<file path="config.mk">
export PLATFORM = sky130hd
export DESIGN_NAME = alu_issue_stage_flat
export DESIGN_NICKNAME = d
export VERILOG_FILES = /design/src/rtl/alu_issue_if.sv /design/src/rtl/alu_issue_stage.sv /design/src/flat_wrapper.sv
export SDC_FILE = /design/constraint.sdc
export NUM_CORES = 1
export LEC_CHECK = 0
export ABC_CLOCK_PERIOD_IN_PS = 1500
export BUFFER_PORTS_ARGS = -buffer_cell sky130_fd_sc_hd__buf_2
export CAP_MARGIN = 20
export CORE_UTILIZATION = 49
export CTS_BUF_LIST = sky130_fd_sc_hd__clkbuf_8
export DETAILED_ROUTE_END_ITERATION = 10
export PLACE_DENSITY_LB_ADDON = 0.3
export SYNTH_ARGS = -nofsm -noshare
export SYNTH_HDL_FRONTEND = slang
export SYNTH_SLANG_ARGS = --single-unit
</file>
<file path="constraint.sdc">
create_clock -name clk -period 1.5 [get_ports clk]
set_input_delay 0.15 -clock clk [delete_from_list [all_inputs] [get_ports clk]]
set_output_delay 0.15 -clock clk [all_outputs]
set_load 0.1 [all_outputs]
</file>
<file path="src/rtl/alu_issue_if.sv">
// Handshake and datapath bundle between decode, the ALU issue register and the ALU.
// Valid/ready: a word moves on a rising edge when in_valid && in_ready; in_ready drops while stalled or in reset.
interface alu_issue_if #(
  parameter int DATA_W = 32
);
  logic              in_valid;
  logic              in_ready;
  logic [5:0]        opcode;
  logic [5:0]        funct;
  logic [4:0]        shamt;
  logic [15:0]       imm16;
  logic [DATA_W-1:0] rs_data;
  logic [DATA_W-1:0] rt_data;
  logic              stall;
  logic              flush;
  logic              out_valid;
  logic [3:0]        ALUOperation;
  logic [DATA_W-1:0] A;
  logic [DATA_W-1:0] B;
  logic [4:0]        ALUShamt;
  logic              out_illegal;

  modport master (
    output in_valid, opcode, funct, shamt, imm16, rs_data, rt_data, stall, flush,
    input  in_ready, out_valid, ALUOperation, A, B, ALUShamt, out_illegal
  );

  modport slave (
    input  in_valid, opcode, funct, shamt, imm16, rs_data, rt_data, stall, flush,
    output in_ready, out_valid, ALUOperation, A, B, ALUShamt, out_illegal
  );
endinterface

</file>
<file path="src/rtl/alu_issue_stage.sv">
// ID/EX issue register: decodes opcode/funct into a 4-bit ALU op, selects operands,
// and registers them for one-cycle issue with stall hold and flush kill.
module alu_issue_stage #(
  parameter int DATA_W = 32
) (
  input  logic        clk,
  input  logic        reset,
  alu_issue_if.slave  bus
);
  localparam logic [3:0] OP_AND = 4'b0000;
  localparam logic [3:0] OP_OR  = 4'b0001;
  localparam logic [3:0] OP_NOR = 4'b0010;
  localparam logic [3:0] OP_ADD = 4'b0011;
  localparam logic [3:0] OP_SLL = 4'b0100;
  localparam logic [3:0] OP_SRL = 4'b0101;
  localparam logic [3:0] OP_LUI = 4'b1000;
  localparam logic [3:0] OP_SUB = 4'b1001;

  logic              valid_q, valid_d;
  logic              illegal_q, illegal_d;
  logic [3:0]        op_q, op_d;
  logic [DATA_W-1:0] a_q, a_d;
  logic [DATA_W-1:0] b_q, b_d;
  logic [4:0]        shamt_q, shamt_d;

  logic [3:0]        dec_op;
  logic [DATA_W-1:0] dec_a;
  logic [DATA_W-1:0] dec_b;
  logic [4:0]        dec_shamt;
  logic              dec_ok;
  logic [DATA_W-1:0] imm_sext;
  logic [DATA_W-1:0] imm_zext;

  assign imm_sext = {{(DATA_W-16){bus.imm16[15]}}, bus.imm16};
  assign imm_zext = {{(DATA_W-16){1'b0}}, bus.imm16};

  // Undecodable instructions still issue, as AND of zeros, so exception logic can see them.
  always_comb begin
    dec_op    = OP_AND;
    dec_a     = bus.rs_data;
    dec_b     = bus.rt_data;
    dec_shamt = 5'd0;
    dec_ok    = 1'b1;
    case (bus.opcode)
      6'h00: begin
        case (bus.funct)
          6'h24:        dec_op = OP_AND;
          6'h25:        dec_op = OP_OR;
          6'h27:        dec_op = OP_NOR;
          6'h20, 6'h21: dec_op = OP_ADD;
          6'h22, 6'h23: dec_op = OP_SUB;
          6'h00: begin
            dec_op    = OP_SLL;
            dec_shamt = bus.shamt;
          end
          6'h02: begin
            dec_op    = OP_SRL;
            dec_shamt = bus.shamt;
          end
          default:      dec_ok = 1'b0;
        endcase
      end
      6'h08, 6'h09, 6'h23, 6'h2B: begin
        dec_op = OP_ADD;
        dec_b  = imm_sext;
      end
      6'h0C: begin
        dec_op = OP_AND;
        dec_b  = imm_zext;
      end
      6'h0D: begin
        dec_op = OP_OR;
        dec_b  = imm_zext;
      end
      6'h0F: begin
        dec_op = OP_LUI;
        dec_b  = imm_zext;
      end
      6'h04, 6'h05: dec_op = OP_SUB;
      default:      dec_ok = 1'b0;
    endcase
    if (!dec_ok) begin
      dec_op    = OP_AND;
      dec_a     = '0;
      dec_b     = '0;
      dec_shamt = 5'd0;
    end
  end

  // Edge priority: flush, then stall, then load, else bubble; bubbles keep the data regs.
  always_comb begin
    valid_d   = valid_q;
    illegal_d = illegal_q;
    op_d      = op_q;
    a_d       = a_q;
    b_d       = b_q;
    shamt_d   = shamt_q;
    if (bus.flush) begin
      valid_d   = 1'b0;
      illegal_d = 1'b0;
    end else if (bus.stall) begin
      valid_d   = valid_q;
    end else if (bus.in_valid) begin
      valid_d   = 1'b1;
      illegal_d = ~dec_ok;
      op_d      = dec_op;
      a_d       = dec_a;
      b_d       = dec_b;
      shamt_d   = dec_shamt;
    end else begin
      valid_d   = 1'b0;
      illegal_d = 1'b0;
    end
  end

  always_ff @(posedge clk or negedge reset) begin
    if (!reset) begin
      valid_q   <= 1'b0;
      illegal_q <= 1'b0;
      op_q      <= 4'b0000;
      a_q       <= '0;
      b_q       <= '0;
      shamt_q   <= 5'd0;
    end else begin
      valid_q   <= valid_d;
      illegal_q <= illegal_d;
      op_q      <= op_d;
      a_q       <= a_d;
      b_q       <= b_d;
      shamt_q   <= shamt_d;
    end
  end

  assign bus.in_ready     = reset & ~bus.stall;
  assign bus.out_valid    = valid_q;
  assign bus.out_illegal  = illegal_q;
  assign bus.ALUOperation = op_q;
  assign bus.A            = a_q;
  assign bus.B            = b_q;
  assign bus.ALUShamt     = shamt_q;
endmodule

</file>
<file path="src/flat_wrapper.sv">
// flat-port wrapper written by rule: the top's interface ports become plain ports
module alu_issue_stage_flat 
#(
  parameter int DATA_W = 32
)
  (clk, reset, bus_in_valid, bus_opcode, bus_funct, bus_shamt, bus_imm16, bus_rs_data, bus_rt_data, bus_stall, bus_flush, bus_in_ready, bus_out_valid, bus_ALUOperation, bus_A, bus_B, bus_ALUShamt, bus_out_illegal);
  alu_issue_if #(.DATA_W(DATA_W)) bus_i ();
  input  logic clk;
  input  logic reset;
  input wire logic [$bits(bus_i.in_valid)-1:0] bus_in_valid;
  input wire logic [$bits(bus_i.opcode)-1:0] bus_opcode;
  input wire logic [$bits(bus_i.funct)-1:0] bus_funct;
  input wire logic [$bits(bus_i.shamt)-1:0] bus_shamt;
  input wire logic [$bits(bus_i.imm16)-1:0] bus_imm16;
  input wire logic [$bits(bus_i.rs_data)-1:0] bus_rs_data;
  input wire logic [$bits(bus_i.rt_data)-1:0] bus_rt_data;
  input wire logic [$bits(bus_i.stall)-1:0] bus_stall;
  input wire logic [$bits(bus_i.flush)-1:0] bus_flush;
  output wire logic [$bits(bus_i.in_ready)-1:0] bus_in_ready;
  output wire logic [$bits(bus_i.out_valid)-1:0] bus_out_valid;
  output wire logic [$bits(bus_i.ALUOperation)-1:0] bus_ALUOperation;
  output wire logic [$bits(bus_i.A)-1:0] bus_A;
  output wire logic [$bits(bus_i.B)-1:0] bus_B;
  output wire logic [$bits(bus_i.ALUShamt)-1:0] bus_ALUShamt;
  output wire logic [$bits(bus_i.out_illegal)-1:0] bus_out_illegal;
  assign bus_i.in_valid = bus_in_valid;
  assign bus_i.opcode = bus_opcode;
  assign bus_i.funct = bus_funct;
  assign bus_i.shamt = bus_shamt;
  assign bus_i.imm16 = bus_imm16;
  assign bus_i.rs_data = bus_rs_data;
  assign bus_i.rt_data = bus_rt_data;
  assign bus_i.stall = bus_stall;
  assign bus_i.flush = bus_flush;
  assign bus_in_ready = bus_i.in_ready;
  assign bus_out_valid = bus_i.out_valid;
  assign bus_ALUOperation = bus_i.ALUOperation;
  assign bus_A = bus_i.A;
  assign bus_B = bus_i.B;
  assign bus_ALUShamt = bus_i.ALUShamt;
  assign bus_out_illegal = bus_i.out_illegal;
  alu_issue_stage #(.DATA_W(DATA_W)) u_core (.clk(clk), .reset(reset), .bus(bus_i));
endmodule
</file>
==> reports/metrics.csv, run 1 <==
stage,metric,value,unit
setup_path,path_class,primary input to flip-flop,
clock_tree,cts.sinks,75,
logic_synthesis,synth_top_area_share,58.00,%
setup_path,reg2reg_to,u_core.bus.A[2],
cells_and_area,instances_no_fill,564,
logic_synthesis,synth_nets,392,
clock_tree,clock-root-buffer,clkbuf_8,
logic_synthesis,synthCells,290,
global_routing,grt_start_max_net_pins,76,
setup_path,cp.required,1.74,ns
logic_synthesis,syn_area_per_cell,11.16,um2
setup_path,crit_path_end,u_core.bus.out_illegal,
sta,rsz0062_at_grt,true,
placed_design,pre_cts_slack,-0.1910,ns
power,power_leakage,0.002471,uW
logic_synthesis,synth_top_area_cell,dfrtp_1,
logic_synthesis,synth_ff_type,dfrtp_1,
floorplan,core_area,6350,um2
cells_and_area,area_delta_synth_final,42.50,%
placed_design,placedCellCount,546,
sta,slew_headroom,66.72,%
setup_path,crit_fanout,40,
sta,fin_skew,0,ns
clock_tree,htree_levels,3,
run_status,status,"finished, final reports clean",
global_routing,antenna_found_initial,0,
logic_synthesis,synth_warnings,0,
floorplan,row_count,29,
min_path,hold_class,primary input to flip-flop,
job,cap_violations,0,
global_routing,grt.total_usage,26.58,%
placed_design,place.gp.congestion,0.9015,
sta,final.period_utilization,95.22,%
clock_tree,cts_tree,built,
floorplan,start_util,50.96,%
floorplan,fp.dieH,83.26,um
global_routing,grt_pass1_wl,14.55,mm
routing,wirelength,8.830,mm
setup_path,end_kind,flip-flop,
global_routing,globalRoute.totalOverflow,0,
setup_path,crit_path_start,bus_flush,
sta,fmax,700.1,MHz
cells_and_area,drive_gt1_share,49.08,%
routing,vias,3062,
sta,tightest_slew,0.5026,ns
setup_path,arrival,1.67,ns
logic_synthesis,synth.area.top_cells,"dfrtp_1 58%, a22o_1 10%, nand2_1 4.6%, o21ai_0 4.2%, a22oi_1 3.7%",
cells_and_area,fillers,475,
setup_path,startpoint_type,primary input,
routing,avgRoutedWirePerCell,15.66,um
sta,fin_crit,1.428,ns
sta,final_hold_viol_count,0,
power,ir_worst_vdd,0.0007882,V
routing,first_pass_iters,4,
floorplan,ios,178,
clock_tree,path_clk_slew,0.09,ns
routing,drtIter0Drc,210,
cells_and_area,antenna_cells,0,
clock_tree,clk_latency,0.34,ns
sta,slew_violations,0,
logic_synthesis,ys_seq_area_share,58.00,%
floorplan,fp.dieW,83.26,um
setup_path,reg2reg_from,u_core.bus.A[2],
cells_and_area,final_nets,584,
power,powerDensity,1210,nW/um2
logic_synthesis,synth_seq_cells,75,
global_routing,grt_pass1_vias,2991,
logic_synthesis,async_reset_ff_share,100.0,%
sta,setup_ws,0.07173,ns
routing,drc_errors,0,
routing,viasPerCell,5.429,
logic_synthesis,synth_area,3236,um2
setup_path,r2r_setup_slack,0.73,ns
routing,ant_nets,0,
logic_synthesis,ys_types,38,
placed_design,port_buffers,177,
clock_tree,cts_buffer_depth,2,
placed_design,hpwlAfterDp,6.353,mm
sta,setup_viol,0,
logic_synthesis,synth_enable_flop_cells,0,
floorplan,dieArea,6932,um2
setup_path,rr_worst_depth,1,
clock_tree,cts_buffers,9,
==> metal layers <==
layer / vias to the layer above / global-route usage, % / part of all wire [%]
met3: 16 / 5.070 / 5.4
met1: 1463 / 33.16 / 41
met4: 0 / 11.13 / 1.8
li1: 1453 / - / -
met5: - / 0 / 0
met2: 130 / 45.31 / 52
==> flip-flops by register name (all words and copies together) (netlist names) <==
name / cells
u_core.bus.out_illegal: 1
u_core.bus.A: 32
u_core.bus.ALUShamt: 5
u_core.bus.ALUOperation: 4
u_core.bus.out_valid: 1
u_core.bus.B: 32
==> layout make-up <==
type	count	area, um2	area share [%]
Sequential cell	75	1877	40.71
Multi-Input combinational cell	188	1229	26.65
Inverter	2	7.507	0.1628
Clock inverter	7	101.3	2.198
Tap cell	77	96.34	2.090
Timing Repair Buffer	206	1176	25.51
Clock buffer	9	123.9	2.687
==> worst max-delay path, stage by stage <==
cell and delay (ns):
dlygate4sd3_1 0.54, buf_2 0.14, nor2_1 0.12, nand2_2 0.13
buf_4 0.27, o32ai_1 0.32
==> Yosys cell counts, drive strengths merged, types with 3 or more instances <==
| cell type | n |
|---|---|
| a21oi | 18 |
| a22o | 37 |
| a22oi | 16 |
| buf | 12 |
| clkbuf | 13 |
| dfrtp | 75 |
| nand2 | 40 |
| nand3 | 4 |
| nor2 | 8 |
| nor3 | 3 |
| o21ai | 39 |
==> power breakdown <==
part | switching [uW] | total, uW | leakage [uW] | internal [uW]
clock network | 798 | 1750 | 0.000106 | 948
registers | 64.2 | 2210 | 0.00103 | 2150
logic | 1280 | 1630 | 0.00134 | 346
==> layout by cell type (no fill, tap or decap), types with 2 or more instances in the layout <==
master	Yosys	routed
a21o_1	2	2
a21oi_1	18	18
a22o_1	37	37
a22oi_1	16	16
a31oi_1	2	2
buf_12	0	5
buf_2	4	175
buf_4	4	24
bufinv_16	0	2
clkbuf_8	0	9
clkinv_4	0	2
clkinvlp_4	0	2
dfrtp_1	75	75
dlygate4sd3_1	0	2
inv_1	2	2
nand2_1	40	39
nand3_1	4	4
nor2_1	8	8
nor3_1	2	2
o21ai_0	27	24
o21ai_1	2	5
o21ai_2	10	10
==> what timing repair did <==
action / 4_1_cts / 5_1_grt
hold endpoints to repair: 76 / 0
hold buffers: 2 / 0
buffers inserted: 0 / 0
setup endpoints to repair: 0 / 3
resized for setup: 0 / 3
==> per-stage QoR <==
stage	utilization (%)	hold WS, ns	area [um2]	TNS [ns]	total power, uW
6_report	72.61	0.008979	4611	0	5581
5_1_grt	72.61	0.0009950	4611	-0.02829	5776
4_1_cts	72.61	0.001257	4611	0	5604
3_5_place_dp	68.75	0.2088	4365	-9.831	3873
3_3_place_gp	68.75	0.2024	4365	-6.588	3849
2_1_floorplan	-	-0.1456	3254	-1.200	3441
==> logic make-up after synthesis <==
family                 Yosys count  share of synthesized area, %
AO/OA/AOI/OAI                  123                         27.53
flip-flops                      75                         58.00
AND/OR/NAND/NOR                 63                         9.165
buffers and inverters           27                         4.718
XOR/XNOR                         1                        0.2707
multiplexers                     1                        0.3094
==> worst min path at each step <==
| stage | startpoint | endpoint | slack, ns | cells past startpoint |
|---|---|---|---|---|
| 4_1_cts | bus_rs_data[27] | u_core.bus.A[27] | 0.001 | 2 |
| 3_5_place_dp | reset | u_core.bus.B[28] | 0.21 | 2 |
| 5_1_grt | bus_rs_data[27] | u_core.bus.A[27] | 0.001 | 2 |
| 2_1_floorplan | reset | u_core.bus.ALUOperation[0] | -0.15 | 0 |
| 3_3_place_gp | reset | u_core.bus.B[12] | 0.20 | 2 |
| 6_report | bus_rs_data[27] | u_core.bus.A[27] | 0.009 | 2 |
Note: power is estimated with default switching activity, not from simulation.
==> inputs of run 2 (changes only) <==
- ABC_CLOCK_PERIOD_IN_PS: 1500 -> 1300
- CORE_UTILIZATION: 49 -> 41
- SKIP_LAST_GASP: unset -> 1
- clock period: 1.5 -> 1.3 ns (I/O delays scaled with it)
==> reports/metrics.csv, run 2 (same netlist as run 1, synthesis figures left out) <==
stage,metric,value,unit
sta,setup_ws,-0.05612,ns
clock_tree,path_clk_slew,0.08,ns
global_routing,grt_pass1_wl,14.69,mm
clock_tree,htree_levels,3,
cells_and_area,instances_no_fill,633,
floorplan,fp.dieW,90.84,um
cells_and_area,multi_input_area,1313,um2
power,ir_worst_vdd,0.0005825,V
cells_and_area,drive_gt1_share,48.96,%
routing,wirelength,9.588,mm
placed_design,pre_cts_slack,-0.3915,ns
clock_tree,clk_latency,0.33,ns
global_routing,use_met2,39.20,%
floorplan,ios,178,
setup_path,arrival,1.63,ns
clock_tree,cts.sinks,75,
setup_path,cp.required,1.58,ns
sta,slew_violations,0,
global_routing,antenna_found_initial,0,
clock_tree,cts_buffers,9,
cells_and_area,antenna_cells,0,
global_routing,globalRoute.totalOverflow,0,
min_path,hold_class,primary input to flip-flop,
job,cap_violations,0,
setup_path,path_class,primary input to flip-flop,
cells_and_area,final_nets,628,
placed_design,hpwlAfterDp,6.306,mm
cells_and_area,seqCellArea,1877,um2
routing,vias,3195,
routing,ant_nets,0,
cells_and_area,layout_commonest_cell,buf_2,
sta,holdWs,0.01003,ns
floorplan,start_util,42.09,%
clock_tree,cts_tree,built,
routing,avgRoutedWirePerCell,15.15,um
setup_path,end_kind,flip-flop,
placed_design,place.gp.congestion,0.9023,
global_routing,grt_pass1_vias,3041,
routing,drtIter0Drc,85,
sta,tightest_slew,0.5176,ns
global_routing,grt_use_met1,27.59,%
sta,final.period_utilization,104.3,%
sta,fin_crit,1.356,ns
floorplan,row_count,32,
global_routing,grt_start_max_net_pins,76,
global_routing,grt-busiest-layer,met2,
power,total_power,6309,uW
sta,fin_skew,0,ns
placed_design,placed_cell_area,4456,um2
power,power_leakage,0.002655,uW
sta,slew_headroom,65.73,%
clock_tree,cts_buffer_depth,2,
floorplan,dieArea,8251,um2
sta,final_hold_viol_count,0,
power,powerDensity,1224,nW/um2
run_status,status,finished with violations,
routing,drc_errors,1,
run_status,violations,"design-rule violations, negative setup slack",
cells_and_area,design_area,5155,um2
placed_design,port_buffers,177,
sta,fmax,737.4,MHz
global_routing,grt.total_usage,22.54,%
sta,rsz0062_at_grt,true,
setup_path,startpoint_type,primary input,
routing,first_pass_iters,7,
setup_path,r2r_setup_slack,0.55,ns
cells_and_area,fillers,649,
global_routing,met3_usage,4.040,%
sta,setup_viol,41,
floorplan,fp.dieH,90.84,um
placed_design,placedCellCount,578,
routing,viasPerCell,5.047,
setup_path,crit_fanout,8,
floorplan,core_area,7687,um2
clock_tree,clock-root-buffer,clkbuf_8,
cells_and_area,final_cell_mix,"149 x buf_2, 75 x dfrtp_1, 39 x nand2_1",
cells_and_area,area_delta_synth_final,59.32,%
[run 2: cell count changes in the layout (fill, tap and decap cells not counted), moves of 2 or more]
| cell | previous run | this run |
|---|---|---|
| buf_4 | 24 | 34 |
| o21ba_4 | 1 | 4 |
| clkinv_2 | 0 | 2 |
| clkbuf_4 | 0 | 24 |
| buf_6 | 0 | 5 |
| buf_2 | 175 | 149 |
| o21ai_1 | 5 | 20 |
| a22oi_1 | 16 | 14 |
| o21ai_0 | 24 | 9 |
| a22oi_2 | 0 | 2 |
| dlygate4sd3_1 | 2 | 30 |
[run 2: timing repair]
item	CTS	global route
hold endpoints to repair	105	0
hold buffers	30	0
gates cloned	0	3
pin swaps	0	14
setup endpoints to repair	26	87
setup buffers	0	6
gates resized for setup	2	54
[run 2: layout make-up]
type | instances | area share (%)
Sequential cell | 75 | 36.41
Clock buffer | 9 | 2.403
Multi-Input combinational cell | 191 | 25.46
Timing Repair Buffer | 247 | 31.77
Tap cell | 102 | 2.476
Inverter | 2 | 0.1456
Clock inverter | 7 | 1.335
[run 2: final timing paths]
kind | end | cells past startpoint | start
setup / recovery | u_core.bus.A[16] | 6 | bus_opcode[5]
hold / removal | u_core.bus.A[2] | 2 | bus_rs_data[2]
setup reg to reg | u_core.bus.A[30] | 1 | u_core.bus.A[30]
hold reg to reg | u_core.bus.B[24] | 2 | u_core.bus.B[24]
max in group asynchronous | u_core.bus.ALUShamt[2] | 3 | reset
min in group asynchronous | u_core.bus.A[23] | 3 | reset
[run 2: metal layers]
| layer | vias up | part of all wire [%] |
|---|---|---|
| met2 | 111 | 53 |
| li1 | 1545 | - |
| met4 | 0 | 2.1 |
| met3 | 18 | 5.2 |
| met5 | - | 0 |
| met1 | 1521 | 40 |
[run 2: through the flow]
| stage | TNS (ns) | utilization (%) |
|---|---|---|
| 6_report | -1.234 | 67.06 |
| 5_1_grt | -3.279 | 67.06 |
| 4_1_cts | -0.2309 | 64.39 |
| 3_5_place_dp | -25.16 | 57.96 |
| 3_3_place_gp | -22.77 | 57.96 |
| 2_1_floorplan | -13.07 | - |
[run 2: power breakdown]
part           total [uW]  switching [uW]  internal (uW)
Combinational        2010            1500            509
Sequential           2560            79.7           2480
Clock                1740             857            883
[run 2: worst max-delay path, cell delays in order]
cell,delay (ns)
buf_6,0.10
or4_4,0.57
nor3_4,0.29
buf_4,0.19
o21ba_4,0.22
a22o_1,0.14
==> inputs of run 3 (changes only) <==
--- a/config.mk
+++ b/config.mk
@@ -14,2 +14,3 @@
 export PLACE_DENSITY_LB_ADDON = 0.3
+export SETUP_SLACK_MARGIN = 0.3
 export SKIP_LAST_GASP = 1
@@ -18 +19,2 @@
 export SYNTH_SLANG_ARGS = --single-unit
+export TNS_END_PERCENT = 10
==> constraint.sdc (replaced) <==
create_clock -name clk -period 1.3 [get_ports clk]
set_input_delay 0.065 -clock clk [delete_from_list [all_inputs] [get_ports clk]]
set_output_delay 0.065 -clock clk [all_outputs]
set_load 0.1 [all_outputs]
==> reports/metrics.csv, run 3 (same netlist as run 1, synthesis figures left out) <==
stage,metric,value,unit
power,power_leakage,0.002804,uW
sta,setup_viol,0,
global_routing,antenna_found_initial,0,
routing,dr.max_layer_used,met4,
floorplan,fp.dieH,90.84,um
routing,drc_errors,0,
global_routing,globalRoute.totalOverflow,0,
floorplan,row_count,32,
sta,rsz0062_at_grt,true,
clock_tree,cts_buffer_depth,2,
routing,ant_nets,0,
cells_and_area,seqCellArea,1877,um2
routing,routed-wl-met2,5.650,mm
routing,wirelength,10.61,mm
clock_tree,clk_latency,0.34,ns
setup_path,startpoint_type,primary input,
global_routing,grt_pass1_wl,16.91,mm
min_path,hold_class,primary input to flip-flop,
placed_design,port_buffers,177,
global_routing,grt_pass1_vias,3488,
sta,tightest_slew,0.4869,ns
global_routing,grt.total_usage,26.03,%
clock_tree,cts.sinks,75,
sta,slew_headroom,67.76,%
setup_path,crit_fanout,8,
global_routing,grt_start_max_net_pins,76,
routing,viasPerCell,5.183,
power,ir_worst_vdd,0.0008005,V
setup_path,arrival,1.47,ns
routing,vias,3400,
setup_path,crit_family,simple AND/OR/NAND/NOR gates,
clock_tree,cts_tree,built,
power,powerDensity,1235,nW/um2
placed_design,place.gp.congestion,0.8132,
cells_and_area,final_nets,651,
sta,tns,0,ns
setup_path,max_stage_delay,0.56,ns
setup_path,cp_cell_sequence,buf_8 > or4_4 > nor3_4 > buf_6 > o21ba_4 > a22o_1,
cells_and_area,fillers,545,
sta,final.period_utilization,91.08,%
routing,first_pass_iters,4,
placed_design,placed_cell_area,4399,um2
job,cap_violations,0,
routing,drt-met1-wl,4.129,mm
clock_tree,clock-root-buffer,clkbuf_8,
cells_and_area,drive_gt1_share,47.11,%
cells_and_area,layout_commonest_cell,buf_4,
setup_path,slowest_stage,or4_4,
floorplan,core_area,7687,um2
cells_and_area,antenna_cells,0,
clock_tree,htree_levels,3,
setup_path,end_kind,flip-flop,
sta,final_hold_viol_count,0,
sta,fmax,844.5,MHz
clock_tree,cts_buffers,9,
floorplan,ios,178,
sta,fin_skew,0,ns
cells_and_area,design_area,5638,um2
sta,fin_crit,1.184,ns
cells_and_area,area_delta_synth_final,74.25,%
setup_path,path_buf_inv,2,
setup_path,path_class,primary input to flip-flop,
floorplan,fp.dieW,90.84,um
routing,avgRoutedWirePerCell,16.17,um
cells_and_area,multi_input_area,1329,um2
clock_tree,path_clk_slew,0.09,ns
routing,drtIter0Drc,108,
cells_and_area,final_cell_mix,"101 x buf_4, 99 x buf_2, 75 x dfrtp_1",
floorplan,start_util,42.09,%
sta,slew_violations,0,
run_status,status,"finished, final reports clean",
setup_path,cp.required,1.58,ns
routing,wl_met3,544,um
floorplan,dieArea,8251,um2
placed_design,hpwlAfterDp,6.177,mm
-- run 3: cell count changes in the layout (fill, tap and decap cells not counted), sizes merged --
cell / change
bufinv: +2
dlygate4sd3: +26
clkinv: -2
clkbuf: -22
buf: +18
bufbuf: +1
-- run 3: report_power, final --
| part | switching (uW) | internal, uW |
|---|---|---|
| Clock | 930 | 1290 |
| Sequential | 87.9 | 2480 |
| Combinational | 1540 | 640 |
-- run 3: cell type report --
type / instances / share of cell area, %
Clock inverter: 7 / 2.197
Multi-Input combinational cell: 191 / 23.57
Clock buffer: 9 / 2.197
Inverter: 2 / 0.1332
Timing Repair Buffer: 270 / 36.35
Sequential cell: 75 / 33.29
Tap cell: 102 / 2.264
-- run 3: metal layers --
metal / vias up / GRT usage, %
li1: 1593 / -
met1: 1653 / 29.82
met2: 130 / 47.92
met3: 24 / 3.956
met4: 0 / 11.11
met5: - / 0
-- run 3: per-stage QoR --
| step | hold slack (ns) | std cells | setup slack (ns) | power (uW) | utilization [%] |
|---|---|---|---|---|---|
| floorplan | -0.2306 | 290 | -0.1505 | 3971 | - |
| global placement | 0.1202 | 573 | -0.2788 | 4451 | 57.23 |
| detailed placement | 0.1296 | 573 | -0.3505 | 4478 | 57.23 |
| CTS | 0.005266 | 655 | 0.1118 | 6979 | 72.36 |
| global route | 0.02464 | 656 | 0.07760 | 7206 | 73.34 |
| finish | 0.01397 | 656 | 0.1159 | 6963 | 73.34 |
-- run 3: what timing repair did --
item	CTS	global route
setup endpoints to repair	149	149
hold endpoints to repair	130	0
buffers inserted	6	1
resized for setup	91	25
gates cloned	4	0
pin swaps	12	7
hold buffers	56	0
-- run 3: tightest hold or removal path: cells and delay by family --
kind,cells,cell delay (ns)
AOI/OAI and AO/OA,2,0.18
buffers and inverters,1,0.07
-- run 3: final timing paths --
check / end / depth (start not counted) / startpoint / slack [ns]
hold reg to reg: u_core.bus.ALUOperation[2] / 1 / u_core.bus.ALUOperation[2] / 0.48
setup reg to reg: u_core.bus.A[10] / 1 / u_core.bus.A[10] / 0.55
hold / removal: u_core.bus.B[7] / 3 / bus_rt_data[7] / 0.01
min in group asynchronous: u_core.bus.A[3] / 3 / reset / 0.34
setup / recovery: u_core.bus.A[9] / 6 / bus_opcode[5] / 0.12
max in group asynchronous: u_core.bus.B[30] / 3 / reset / 0.64
